**config.mk**
```make
export PLATFORM = sky130hd
export DESIGN_NAME = fifo_wptr_full
export DESIGN_NICKNAME = d
export VERILOG_FILES = /design/src/rtl/fifo_pkg.sv /design/src/rtl/sync_r2w.sv /design/src/rtl/fifo_wptr_full.sv
export SDC_FILE = /design/constraint.sdc
export NUM_CORES = 1
export LEC_CHECK = 0
export ABC_AREA = 0
export CORE_MARGIN = 1
export CORE_UTILIZATION = 33
export CTS_BUF_LIST = sky130_fd_sc_hd__clkbuf_8 sky130_fd_sc_hd__clkbuf_16
export CTS_CLUSTER_DIAMETER = 50
export CTS_CLUSTER_SIZE = 30
export DETAILED_ROUTE_END_ITERATION = 7
export SYNTH_ARGS = -nofsm -noshare
export SYNTH_HDL_FRONTEND = slang
export SYNTH_SLANG_ARGS = --single-unit
```
**constraint.sdc**
```tcl
create_clock -name wclk -period 5.07 [get_ports wclk]
set_input_delay 1.014 -clock wclk [delete_from_list [all_inputs] [get_ports wclk]]
set_output_delay 1.014 -clock wclk [all_outputs]
set_load 0.01 [all_outputs]
```
**src/rtl/fifo_pkg.sv**
```systemverilog
// Shared FIFO definitions: default geometry and Gray-code helpers.
// The write-side and read-side pointer blocks both import this package.
package fifo_pkg;

  localparam int ADDRSIZE_DEF     = 8;
  localparam int AFULL_THRESH_DEF = 252;

  // Pointers up to 32 bits wide are handled here. A narrower Gray value
  // can be zero-extended on the way in and truncated on the way out,
  // because leading zeros do not change the Gray<->binary mapping.
  function automatic logic [31:0] gray2bin(input logic [31:0] g);
    logic [31:0] b;
    b[31] = g[31];
    for (int i = 30; i >= 0; i--) b[i] = b[i+1] ^ g[i];
    return b;
  endfunction

  function automatic logic [31:0] bin2gray(input logic [31:0] b);
    return b ^ (b >> 1);
  endfunction

endpackage

```
**src/rtl/sync_r2w.sv**
```systemverilog
// Two-flop synchroniser that brings the read-domain Gray pointer into wclk.
// Because the input is a Gray code, at most one bit is in flight at a time,
// so a per-bit synchroniser yields either the old or the new pointer.
module sync_r2w #(
  parameter int W = 9
) (
  input  logic         clk,
  input  logic         rst_n,
  input  logic [W-1:0] d,
  output logic [W-1:0] q
);

  logic [1:0][W-1:0] stg;

  // Shift the pointer through two flops; clear both on reset
  always_ff @(posedge clk or negedge rst_n) begin
    if (!rst_n) stg <= '0;
    else        stg <= {stg[0], d};
  end

  assign q = stg[1];

endmodule

```
**src/rtl/fifo_wptr_full.sv**
```systemverilog
// Write-side pointer and full logic of an asynchronous FIFO.
// Holds the binary write counter, publishes its Gray form to the read side,
// and derives full, almost-full and fill level from the synchronised read
// pointer. Status is pessimistic: a read only frees space once the updated
// read pointer has passed the synchroniser.
module fifo_wptr_full
  import fifo_pkg::*;
#(
  parameter int ADDRSIZE     = ADDRSIZE_DEF,
  parameter int AFULL_THRESH = AFULL_THRESH_DEF
) (
  input  logic                wclk,
  input  logic                wrst_n,
  input  logic                winc,
  input  logic [ADDRSIZE:0]   rptr,
  output logic [ADDRSIZE-1:0] waddr,
  output logic                wclken,
  output logic                wfull,
  output logic [ADDRSIZE:0]   wptr,
  output logic                walmost_full,
  output logic [ADDRSIZE:0]   wlevel
);

  localparam int PW = ADDRSIZE + 1;

  logic [PW-1:0] wbin;
  logic [PW-1:0] wbin_next;
  logic [PW-1:0] wgray_next;
  logic [PW-1:0] wq2_rptr;
  logic [PW-1:0] rbin;
  logic [PW-1:0] full_cmp;
  logic [PW-1:0] wlevel_next;
  logic          accept;

  sync_r2w #(.W(PW)) u_sync_r2w (
    .clk   (wclk),
    .rst_n (wrst_n),
    .d     (rptr),
    .q     (wq2_rptr)
  );

  // Next-state pointer arithmetic; writes while full are dropped here
  always_comb begin
    accept      = winc & ~wfull;
    wbin_next   = wbin + PW'(accept);
    wgray_next  = PW'(bin2gray(32'(wbin_next)));
    rbin        = PW'(gray2bin(32'(wq2_rptr)));
    // Full when the write pointer has lapped the read pointer once:
    // in Gray form that is the top two bits inverted, the rest equal.
    full_cmp    = {~wq2_rptr[PW-1:PW-2], wq2_rptr[PW-3:0]};
    wlevel_next = wbin_next - rbin;
  end

  // Register counter, published pointer and all status flags
  always_ff @(posedge wclk or negedge wrst_n) begin
    if (!wrst_n) begin
      wbin         <= '0;
      wptr         <= '0;
      wfull        <= 1'b0;
      wlevel       <= '0;
      walmost_full <= 1'b0;
    end else begin
      wbin         <= wbin_next;
      wptr         <= wgray_next;
      wfull        <= (wgray_next == full_cmp);
      wlevel       <= wlevel_next;
      walmost_full <= (wlevel_next >= PW'(AFULL_THRESH));
    end
  end

  assign waddr  = wbin[ADDRSIZE-1:0];
  assign wclken = accept;

endmodule

```
# --- Word-level counts from Yosys, hierarchy flattened ---
# Index checks and enable logic that the tools add are counted.
word_totals:
  register_bits: 47
  wordCells: 23
op_classes:
  bitwise: 12
  n_eq_ne: 1
  addsub: 2
  order_cmp: 1
op_table:
  columns: ["op", "n"]
  rows:
  - ["9-bit by 1-bit adder with 9-bit output", 1]
  - ["9-bit equality test", 1]
  - ["9-bit by 8-bit >= comparator with 1-bit output, second input constant", 1]
  - ["9-bit subtractor", 1]
  - ["9-bit by 8-bit XOR with 9-bit output", 1]
  - ["1-bit XOR", 8]
  - ["2-bit inverter", 1]
  - ["1-bit bitwise AND", 1]
  - ["1-bit inverter", 1]

# --- Longest topological paths before layout ---
# Gate-level depths: netlist of the first run.
logic_depth:
  word_depth: 10
  depth_mapped: 15

# --- By module ---
# A second synthesis of the first run with hierarchy kept.
hier_totals:
  hier_cells: 168
  hier_area_um2: 2109.5
modules_own_cells:
  columns: ["module", "seq_area_each_um2", "instances", "area_each_um2", "cells_per_inst"]
  rows:
  - ["fifo_wptr_full", 700.7, 1, 1591.5, 141]
  - ["sync_r2w", 450.4, 1, 518.0, 27]

# --- Worst setup path before layout of the first run ---
# Ideal clock, no wire load.
synth_timing:
  kind: "flip-flop to flip-flop"
  from: "register u_sync_r2w.stg (netlist bit u_sync_r2w.q[8])"
  to: "register walmost_full"
  path_buffers: 0
  stages_incl_launch_ff: 16
  setup_slack_ns: 1.423
  arrival_ns: 3.527
  setup_time_ns: 0.120
  synth_period_minus_slack_ns: 3.647
  required_time_ns: 4.950
  cell_sequence: "dfrtp_1 -> xnor3_2 -> xor2_2 -> xnor3_2 -> xor2_2 -> xor2_2 -> xnor2_1 -> ha_1 -> inv_1 -> fa_1 -> a211oi_1 -> o21ai_0 -> a21o_1 -> a21oi_1 -> xor2_1 -> a41o_1"
synth_between:
  elab_chain_len: 10
synth_rtl:
  columns: ["element", "line", "rtl"]
  rows:
  - ["start: declaration", "sync_r2w.sv:13", "logic [1:0][W-1:0] stg;"]
  - ["start signal: assignment", "sync_r2w.sv:18", "else stg <= {stg[0], d};"]
  - ["1-bit XOR (8 in a row)", "fifo_pkg.sv:14", "for (int i = 30; i >= 0; i--) b[i] = b[i+1] ^ g[i];"]
  - ["9-bit subtractor *", "fifo_wptr_full.sv:51", "wlevel_next = wbin_next - rbin;"]
  - ["via wlevel_next[8]", "fifo_wptr_full.sv:32", "logic [PW-1:0] wlevel_next;"]
  - ["9-bit by 8-bit >= comparator with 1-bit output *", "fifo_wptr_full.sv:67", "walmost_full <= (wlevel_next >= PW'(AFULL_THRESH));"]
  - ["end signal: assignment", "fifo_wptr_full.sv:67", null]
  - ["end: declaration", "fifo_wptr_full.sv:20", "output logic walmost_full,"]
# The timed path passes the listed nets; every way through them passes the cells marked *.

# --- Worst setup path after layout of the first run ---
# Same ends and word-level chain as after synthesis.

==> results of run 1 <==
routing by layer:
metal	global-route usage [%]	routed length, µm	part of all wire (%)
met5	0	0	0
met4	5.36	64	1.9
met1	17.0	1660	48
met2	19.0	1560	45
met3	3.07	145	4.2
through the flow:
step,std cells,util (%)
3_3_place_gp,267,42.3
4_1_cts,275,44.1
5_1_grt,275,44.1
2_1_floorplan,152,-
3_5_place_dp,267,42.3
6_report,275,44.1
final timing paths:
path / start / end / slack [ns] / depth (start not counted)
worst max-delay path: u_sync_r2w.q[8] / walmost_full / 1.16 / 15
worst min register to register: u_sync_r2w.stg[7] / u_sync_r2w.q[7] / 0.35 / 0
max in group asynchronous: wrst_n / u_sync_r2w.stg[7] / 3.57 / 1
worst min-delay path: u_sync_r2w.stg[7] / u_sync_r2w.q[7] / 0.35 / 0
worst max register to register: u_sync_r2w.q[8] / walmost_full / 1.16 / 15
min in group asynchronous: wrst_n / wbin[4] / 0.89 / 1
placed cells by master (no fill, tap or decap), types with 2 or more instances in the layout:
cell type and instances:
nand3_1 3, xor2_2 3, ha_1 10, nor2b_1 4, inv_1 9, nor2_1 10
clkdlybuf4s50_1 39, and3_1 2, a211oi_1 2, o21ai_0 5, nand2b_1 2, a21oi_1 5
a21o_1 2, o21a_1 2, xnor3_2 2, xnor2_1 18, dfrtp_1 46, clkbuf_8 5
xor2_1 12, nand2_1 3
state kept, by name (all words and copies together) (netlist names):
| name | flops |
|---|---|
| u_sync_r2w.q | 9 |
| wlevel | 9 |
| wfull | 1 |
| wptr | 8 |
| walmost_full | 1 |
| wbin | 9 |
| u_sync_r2w.stg | 9 |
report_power, final:
part / switching, mW / leakage, nW / internal [mW]
clock: 0.113 / 0.0607 / 0.143
sequential: 0.0630 / 0.552 / 0.478
combinational: 0.429 / 0.546 / 0.430
total: 0.605 / 1.16 / 1.05
area by class of cell:
class	count	share of cell area (%)
flip-flops and latches	46	44.1
multi-input cells	99	32.1
inverters	7	1.01
clock inverters	3	1.44
repair buffers	40	15.1
clock buffers	5	2.64
well taps	75	3.60
critical path, delay by kind of cell (launching register included):
family	cells	cell delay (ns)
AO/OA/AOI/OAI	5	1.03
XOR/XNOR	7	1.72
adder cells (fa/ha/maj)	2	0.59
buffers and inverters	1	0.05
flip-flops	1	0.40
logic make-up after synthesis:
group | share of synthesized area, %
flops | 57.1
xor+xnor | 18.6
simple gates | 7.27
compound gates | 7.39
fa+ha+maj | 7.21
buf+inv | 1.30
mux | 1.06
==> flow_summary.json, run 1 <==
{
  "finalCritPeriodShare_pct": 77.1,
  "path_class": "flip-flop to flip-flop",
  "rsz0062_at_grt": "false",
  "holdWs_ns": 0.345,
  "h-tree-depth": 2,
  "first_global_vias": 1274,
  "num_rows": 28,
  "grt_pass1_wl_um": 5960,
  "synthToLayoutAreaGrowth_pct": 29.6,
  "hp-class": "flip-flop to flip-flop",
  "syn_nets": 175,
  "routed-via-count": 1203,
  "grt.overflow.total": 0,
  "die_area_um2": 6420,
  "path_clk_slew_ns": 0.08,
  "peakVddDrop_uv": 265,
  "fmax_mhz": 256,
  "ctsResizeCount": 0,
  "place_ws_ns": 0.965,
  "worst_pin_slew_ns": 0.996,
  "syn-cell-area_um2": 2010,
  "worstSetupStartpointType": "flip-flop",
  "postCtsSetupBuffers": 0,
  "placed_area_um2": 2500,
  "ys_top_cells_by_count": "dfrtp_1, xnor2_1, xor2_1",
  "finalHoldViolCount": 0,
  "synth_edf_count": 0,
  "routedWlPerCell_um": 12.5,
  "die_h_um": 80.1,
  "grt_max_degree": 47,
  "finalCriticalPeriod_ns": 3.91,
  "ctsHoldBuffers": 0,
  "grt_use_total_pct": 12.5,
  "antenna_found_initial": 0,
  "slew_violations": 0,
  "power_density_nw_per_um2": 635,
  "ios": 41,
  "cts-buffers-inserted": 5,
  "worstPathRequired_ns": 5.25,
  "path_common_cell": "xor2_2",
  "diodes": 0,
  "max_cap_viol_count": 0,
  "nets": 222,
  "first_pass_iters": 3,
  "slowest_delay_ns": 0.47,
  "worstSkewPairLatency_ns": 0.29,
  "cp-end-kind": "flip-flop",
  "yosysWarnings": 0,
  "cts_root_buf": "clkbuf_8",
  "setup_tns_ns": 0,
  "gp_congestion": 0.843,
  "fillers": 574,
  "total_power_mw": 1.66,
  "final_cell_area_um2": 2610,
  "drc_errors": 0,
  "p_leak_nw": 1.16,
  "synth_ff_type": "dfrtp_1",
  "netlist.area_leader.share_pct": 57.1,
  "via_per_inst": 4.37,
  "drtAntennaViolNets": 0,
  "synth_area_leaders": "dfrtp_1, xnor2_1, ha_1, xor2_1, xor2_2",
  "io_buffers": 40,
  "synthDistinctLibCells": 32,
  "start_util_pct": 34.0,
  "cts.sinks": 46,
  "path_cells": "xnor3_2, xor2_2, xnor3_2, xor2_2, xor2_2, xnor2_1, ha_1, inv_1, fa_1, a211oi_1, o21ai_0, a21o_1, a21oi_1, xor2_1, a41o_1",
  "status": "complete, no violations",
  "avgSynthCellArea_um2": 13.3,
  "async_flop_share_pct": 100,
  "drtIter0Drc": 35,
  "cp.arrival_ns": 4.09,
  "layout_setup_ws_ns": 1.16,
  "crit_fanout": 3,
  "drive_gt1_share_pct": 8.50,
  "max_slew_margin_pct": 33.6,
  "finalSetupViolCount": 0,
  "synth-seq-cells": 46,
  "crit_path_top_delay_cell": "xnor3_2",
  "hpwlAfterDp_um": 2570,
  "fp.dieW_um": 80.1,
  "wl_um": 3430,
  "multi_input_area_um2": 837,
  "fin_skew_ns": 0.00556,
  "yosys.cell_count.top_type": "dfrtp_1",
  "cts_buffer_depth": 2,
  "synth.yosys.seq_area_share_pct": 57.1,
  "regArea_um2": 1150,
  "synth_top_area_cell": "dfrtp_1",
  "cts_tree": "yes",
  "core_um2": 5920,
  "syn_inst": 152
}
Note: power is estimated with default switching activity, not from simulation.
==> run 2: changes to the inputs <==
- clock period: 5.07 -> 3.9 ns (I/O delays scaled with it)
==> flow_summary.json, run 2 (synthesis gave the netlist of run 1 again) <==
{
  "status": "complete, no violations",
  "cts_tree": "yes",
  "hp-class": "flip-flop to flip-flop",
  "finalSetupViolCount": 0,
  "num_rows": 28,
  "path_class": "flip-flop to flip-flop",
  "first_global_vias": 1200,
  "wl_um": 3490,
  "power_frac_clock_pct": 13.4,
  "die_area_um2": 6420,
  "slew_violations": 0,
  "worstPathRequired_ns": 4.09,
  "synthToLayoutAreaGrowth_pct": 33.9,
  "max_slew_margin_pct": 35.7,
  "grt_use_total_pct": 12.5,
  "first_pass_iters": 4,
  "cts.sinks": 46,
  "switching_share_pct": 37.3,
  "power_density_nw_per_um2": 822,
  "final_cell_area_um2": 2700,
  "io_buffers": 40,
  "fin_skew_ns": 0.00592,
  "die_h_um": 80.1,
  "core_um2": 5920,
  "worst_pin_slew_ns": 0.965,
  "ios": 41,
  "final_cell_mix": "dfrtp_1, clkdlybuf4s50_1, xnor2_1",
  "drtAntennaViolNets": 0,
  "via_per_inst": 4.34,
  "placed_area_um2": 2560,
  "rsz0062_at_grt": "false",
  "gp_congestion": 0.795,
  "diodes": 0,
  "worstSkewPairLatency_ns": 0.30,
  "fmax_mhz": 274,
  "finalCriticalPeriod_ns": 3.65,
  "max_cap_viol_count": 0,
  "hpwlAfterDp_um": 2620,
  "layout_commonest_cell": "dfrtp_1",
  "drc_errors": 0,
  "switchingPower_uw": 827,
  "antenna_found_initial": 0,
  "routed-via-count": 1232,
  "cp-end-kind": "flip-flop",
  "peakVddDrop_uv": 384,
  "utilization_pct": 45.5,
  "fillers": 553,
  "h-tree-depth": 2,
  "finalCritPeriodShare_pct": 93.7,
  "p_int_mw": 1.39,
  "drive_gt1_share_pct": 14.4,
  "nets": 231,
  "grt.overflow.total": 0,
  "p_seq_share_pct": 31.6,
  "routedWlPerCell_um": 12.3,
  "path_clk_slew_ns": 0.08,
  "grt_pass1_wl_um": 5950,
  "grt_max_degree": 47,
  "fp.dieW_um": 80.1,
  "p_comb_share_pct": 55.0,
  "ctsHoldBuffers": 0,
  "p_leak_nw": 1.19,
  "finalHoldViolCount": 0,
  "crit_fanout": 3,
  "cts-buffers-inserted": 5,
  "cts_root_buf": "clkbuf_8",
  "setup_tns_ns": 0,
  "cts_buffer_depth": 2,
  "start_util_pct": 34.0,
  "cp.arrival_ns": 3.84,
  "worstSetupStartpointType": "flip-flop",
  "drtIter0Drc": 33
}
-- run 2: cell type report --
type / instances / area, µm² / share of cell area [%]
sequential: 46 / 1150 / 42.7
multi-input combinational: 99 / 867 / 32.2
timing repair buffer: 49 / 463 / 17.2
tap: 75 / 93.8 / 3.48
clock buffer: 6 / 82.6 / 3.06
inverter: 7 / 26.3 / 0.974
clock inverter: 2 / 12.5 / 0.464
-- run 2: critical path: stages (launching register included) --
cell and delay [ns]:
dfrtp_1 0.40, xnor3_2 0.46, xor2_4 0.19, xnor3_2 0.33, xor2_4 0.18, xor2_2 0.25, xnor2_1 0.15, ha_1 0.19
inv_1 0.06, fa_2 0.35, a211oi_2 0.22, o21ai_1 0.12, a21o_1 0.16, a21oi_1 0.16, xor2_1 0.10, a41o_1 0.22
-- run 2: repair_timing --
item,in CTS,in global routing
buffers inserted,0,2
resized for setup,0,5
setup endpoints to repair,0,2
-- run 2: final timing paths --
| check | startpoint | end | slack (ns) | cells after the start |
|---|---|---|---|---|
| max reg2reg | u_sync_r2w.q[6] | walmost_full | 0.25 | 15 |
| min in group asynchronous | wrst_n | wptr[2] | 0.64 | 1 |
| max | u_sync_r2w.q[6] | walmost_full | 0.25 | 15 |
| max in group asynchronous | wrst_n | wlevel[5] | 2.66 | 1 |
| min | u_sync_r2w.stg[6] | u_sync_r2w.q[6] | 0.35 | 0 |
| min reg2reg | u_sync_r2w.stg[6] | u_sync_r2w.q[6] | 0.35 | 0 |
-- run 2: per-stage QoR --
step	setup WS [ns]	total power, mW	instances	hold WS [ns]
floorplan	0.253	1.43	152	0.331
global placement	0.118	1.90	274	0.332
detailed placement	0.0635	1.90	274	0.335
CTS	0.0345	2.22	282	0.351
global route	0.0280	2.40	284	0.354
finish	0.245	2.22	284	0.349
-- run 2: power by group through the flow --
stage | Combinational (mW) | Clock [mW] | Sequential [mW]
floorplan | 0.663 | 0 | 0.765
global placement | 1.19 | 0 | 0.711
detailed placement | 1.20 | 0 | 0.707
CTS | 1.21 | 0.310 | 0.701
global route | 1.35 | 0.334 | 0.715
finish | 1.22 | 0.297 | 0.700
-- run 2: per-layer routing --
layer	up-vias	routed length, µm	track usage (%)
met5	-	0	0
met4	0	76	5.89
met3	6	195	3.41
met2	36	1470	17.7
met1	573	1750	17.7
li1	617	-	-
==> run 3: changes to the inputs <==
- CORE_UTILIZATION: 33 -> 47
- PLACE_DENSITY: default -> 0.74
==> flow_summary.json, run 3 (synthesis gave the netlist of run 1 again) <==
{
  "max_slew_margin_pct": 35.5,
  "io_buffers": 40,
  "first_global_vias": 1315,
  "status": "complete, no violations",
  "drive_gt1_share_pct": 13.9,
  "num_rows": 23,
  "final_cell_mix": "dfrtp_1, clkdlybuf4s50_1, xnor2_1",
  "layout_commonest_cell": "dfrtp_1",
  "peakVddDrop_uv": 525,
  "cp.arrival_ns": 3.87,
  "ctsHoldBuffers": 0,
  "via_per_inst": 5.00,
  "first_pass_iters": 4,
  "slew_violations": 0,
  "p_leak_nw": 1.21,
  "routed-via-count": 1289,
  "grt_use_total_pct": 19.2,
  "fp.dieW_um": 67.5,
  "fmax_mhz": 272,
  "grt_util_met3_pct": 4.90,
  "max_cap_viol_count": 0,
  "cts-buffers-inserted": 5,
  "place_inst": 245,
  "nets": 230,
  "path_clk_slew_ns": 0.08,
  "gp_congestion": 0.773,
  "grt.overflow.total": 0,
  "worstSetupStartpointType": "flip-flop",
  "cts.sinks": 46,
  "diodes": 0,
  "grt_util_met2_pct": 29.5,
  "worstSkewPairLatency_ns": 0.30,
  "wl_um": 3790,
  "finalSetupViolCount": 0,
  "cts_root_buf": "clkbuf_8",
  "drtIter0Drc": 37,
  "antenna_found_initial": 0,
  "path_class": "flip-flop to flip-flop",
  "die_area_um2": 4550,
  "grt_max_degree": 47,
  "drc_errors": 0,
  "cp-end-kind": "flip-flop",
  "ios": 41,
  "hpwlAfterDp_um": 2580,
  "cts_buffer_depth": 2,
  "crit_fanout": 3,
  "layoutNonFillerInstCount": 258,
  "die_h_um": 67.5,
  "synthToLayoutAreaGrowth_pct": 34.3,
  "finalCriticalPeriod_ns": 3.67,
  "start_util_pct": 49.6,
  "h-tree-depth": 2,
  "setup_tns_ns": 0,
  "routedWlPerCell_um": 14.7,
  "core_um2": 4060,
  "cts_tree": "yes",
  "worst_pin_slew_ns": 0.967,
  "finalHoldViolCount": 0,
  "fin_skew_ns": 0.00321,
  "drtAntennaViolNets": 0,
  "busiest_layer": "met2",
  "grt_pass1_wl_um": 6170,
  "hp-class": "flip-flop to flip-flop",
  "power_density_nw_per_um2": 874,
  "met1_usage_pct": 24.6,
  "finalCritPeriodShare_pct": 94.2,
  "worstPathRequired_ns": 4.10
}
-- run 3: cell types whose count changed in the layout (fill, tap and decap cells not counted), sizes merged --
cell and delta:
clkinv -1, buf -1, clkinvlp -1, bufinv +2
-- run 3: final timing paths --
path                                   startpoint         endpoint  slack (ns)  cells past startpoint
worst min-delay path            u_sync_r2w.stg[1]  u_sync_r2w.q[1]        0.35                      0
worst max register to register    u_sync_r2w.q[7]     walmost_full        0.23                     15
min in group asynchronous                  wrst_n          wptr[2]        0.63                      1
max in group asynchronous                  wrst_n  u_sync_r2w.q[5]        2.67                      1
worst max-delay path              u_sync_r2w.q[7]     walmost_full        0.23                     15
worst min register to register  u_sync_r2w.stg[1]  u_sync_r2w.q[1]        0.35                      0
-- run 3: critical path, cell delays in order (launching register included) --
cell      delay [ns]
dfrtp_1         0.43
xnor3_2         0.43
xor2_4          0.19
xnor3_2         0.33
xor2_4          0.20
xor2_2          0.21
xnor2_1         0.15
ha_1            0.18
inv_1           0.05
fa_2            0.37
a211oi_2        0.25
o21ai_1         0.13
a21o_1          0.16
a21oi_1         0.16
xor2_1          0.11
a41o_1          0.22
-- run 3: per-stage QoR --
| stage | setup WS (ns) | hold slack [ns] | total power, mW | util [%] | instance area, µm² |
|---|---|---|---|---|---|
| after floorplan | 0.253 | 0.331 | 1.43 | - | 2010 |
| after CTS | 0.00328 | 0.357 | 2.33 | 65.6 | 2660 |
| after global routing | -0.0101 | 0.361 | 2.54 | 66.7 | 2710 |
| after global placement | 0.0738 | 0.333 | 1.84 | 61.5 | 2490 |
| after detailed placement | -0.165 | 0.336 | 1.86 | 61.5 | 2490 |
| final | 0.228 | 0.352 | 2.36 | 66.7 | 2710 |
-- run 3: per-layer routing --
layer | wire length [µm] | part of all wire [%]
met5 | 0 | 0
met3 | 196 | 5.2
met4 | 112 | 3.0
met1 | 1660 | 44
met2 | 1820 | 48
-- run 3: area by class of cell --
cell class                      count  area [µm²]
Inverter                            7        26.3
Timing Repair Buffer               48         455
Multi-Input combinational cell     99         867
Clock inverter                      2        60.1
Clock buffer                        6        82.6
Fill cell                         293        1350
Sequential cell                    46        1150
Tap cell                           50        62.6
-- run 3: timing repair --
action | CTS | global route
setup endpoints to repair | 2 | 2
buffers inserted | 1 | 4
pin swaps | 1 | 3
gates resized for setup | 2 | 3
-- run 3: report_power, final --
group          switching [mW]  internal [mW]
combinational           0.613          0.620
clock                   0.156          0.273
sequential             0.0800          0.621
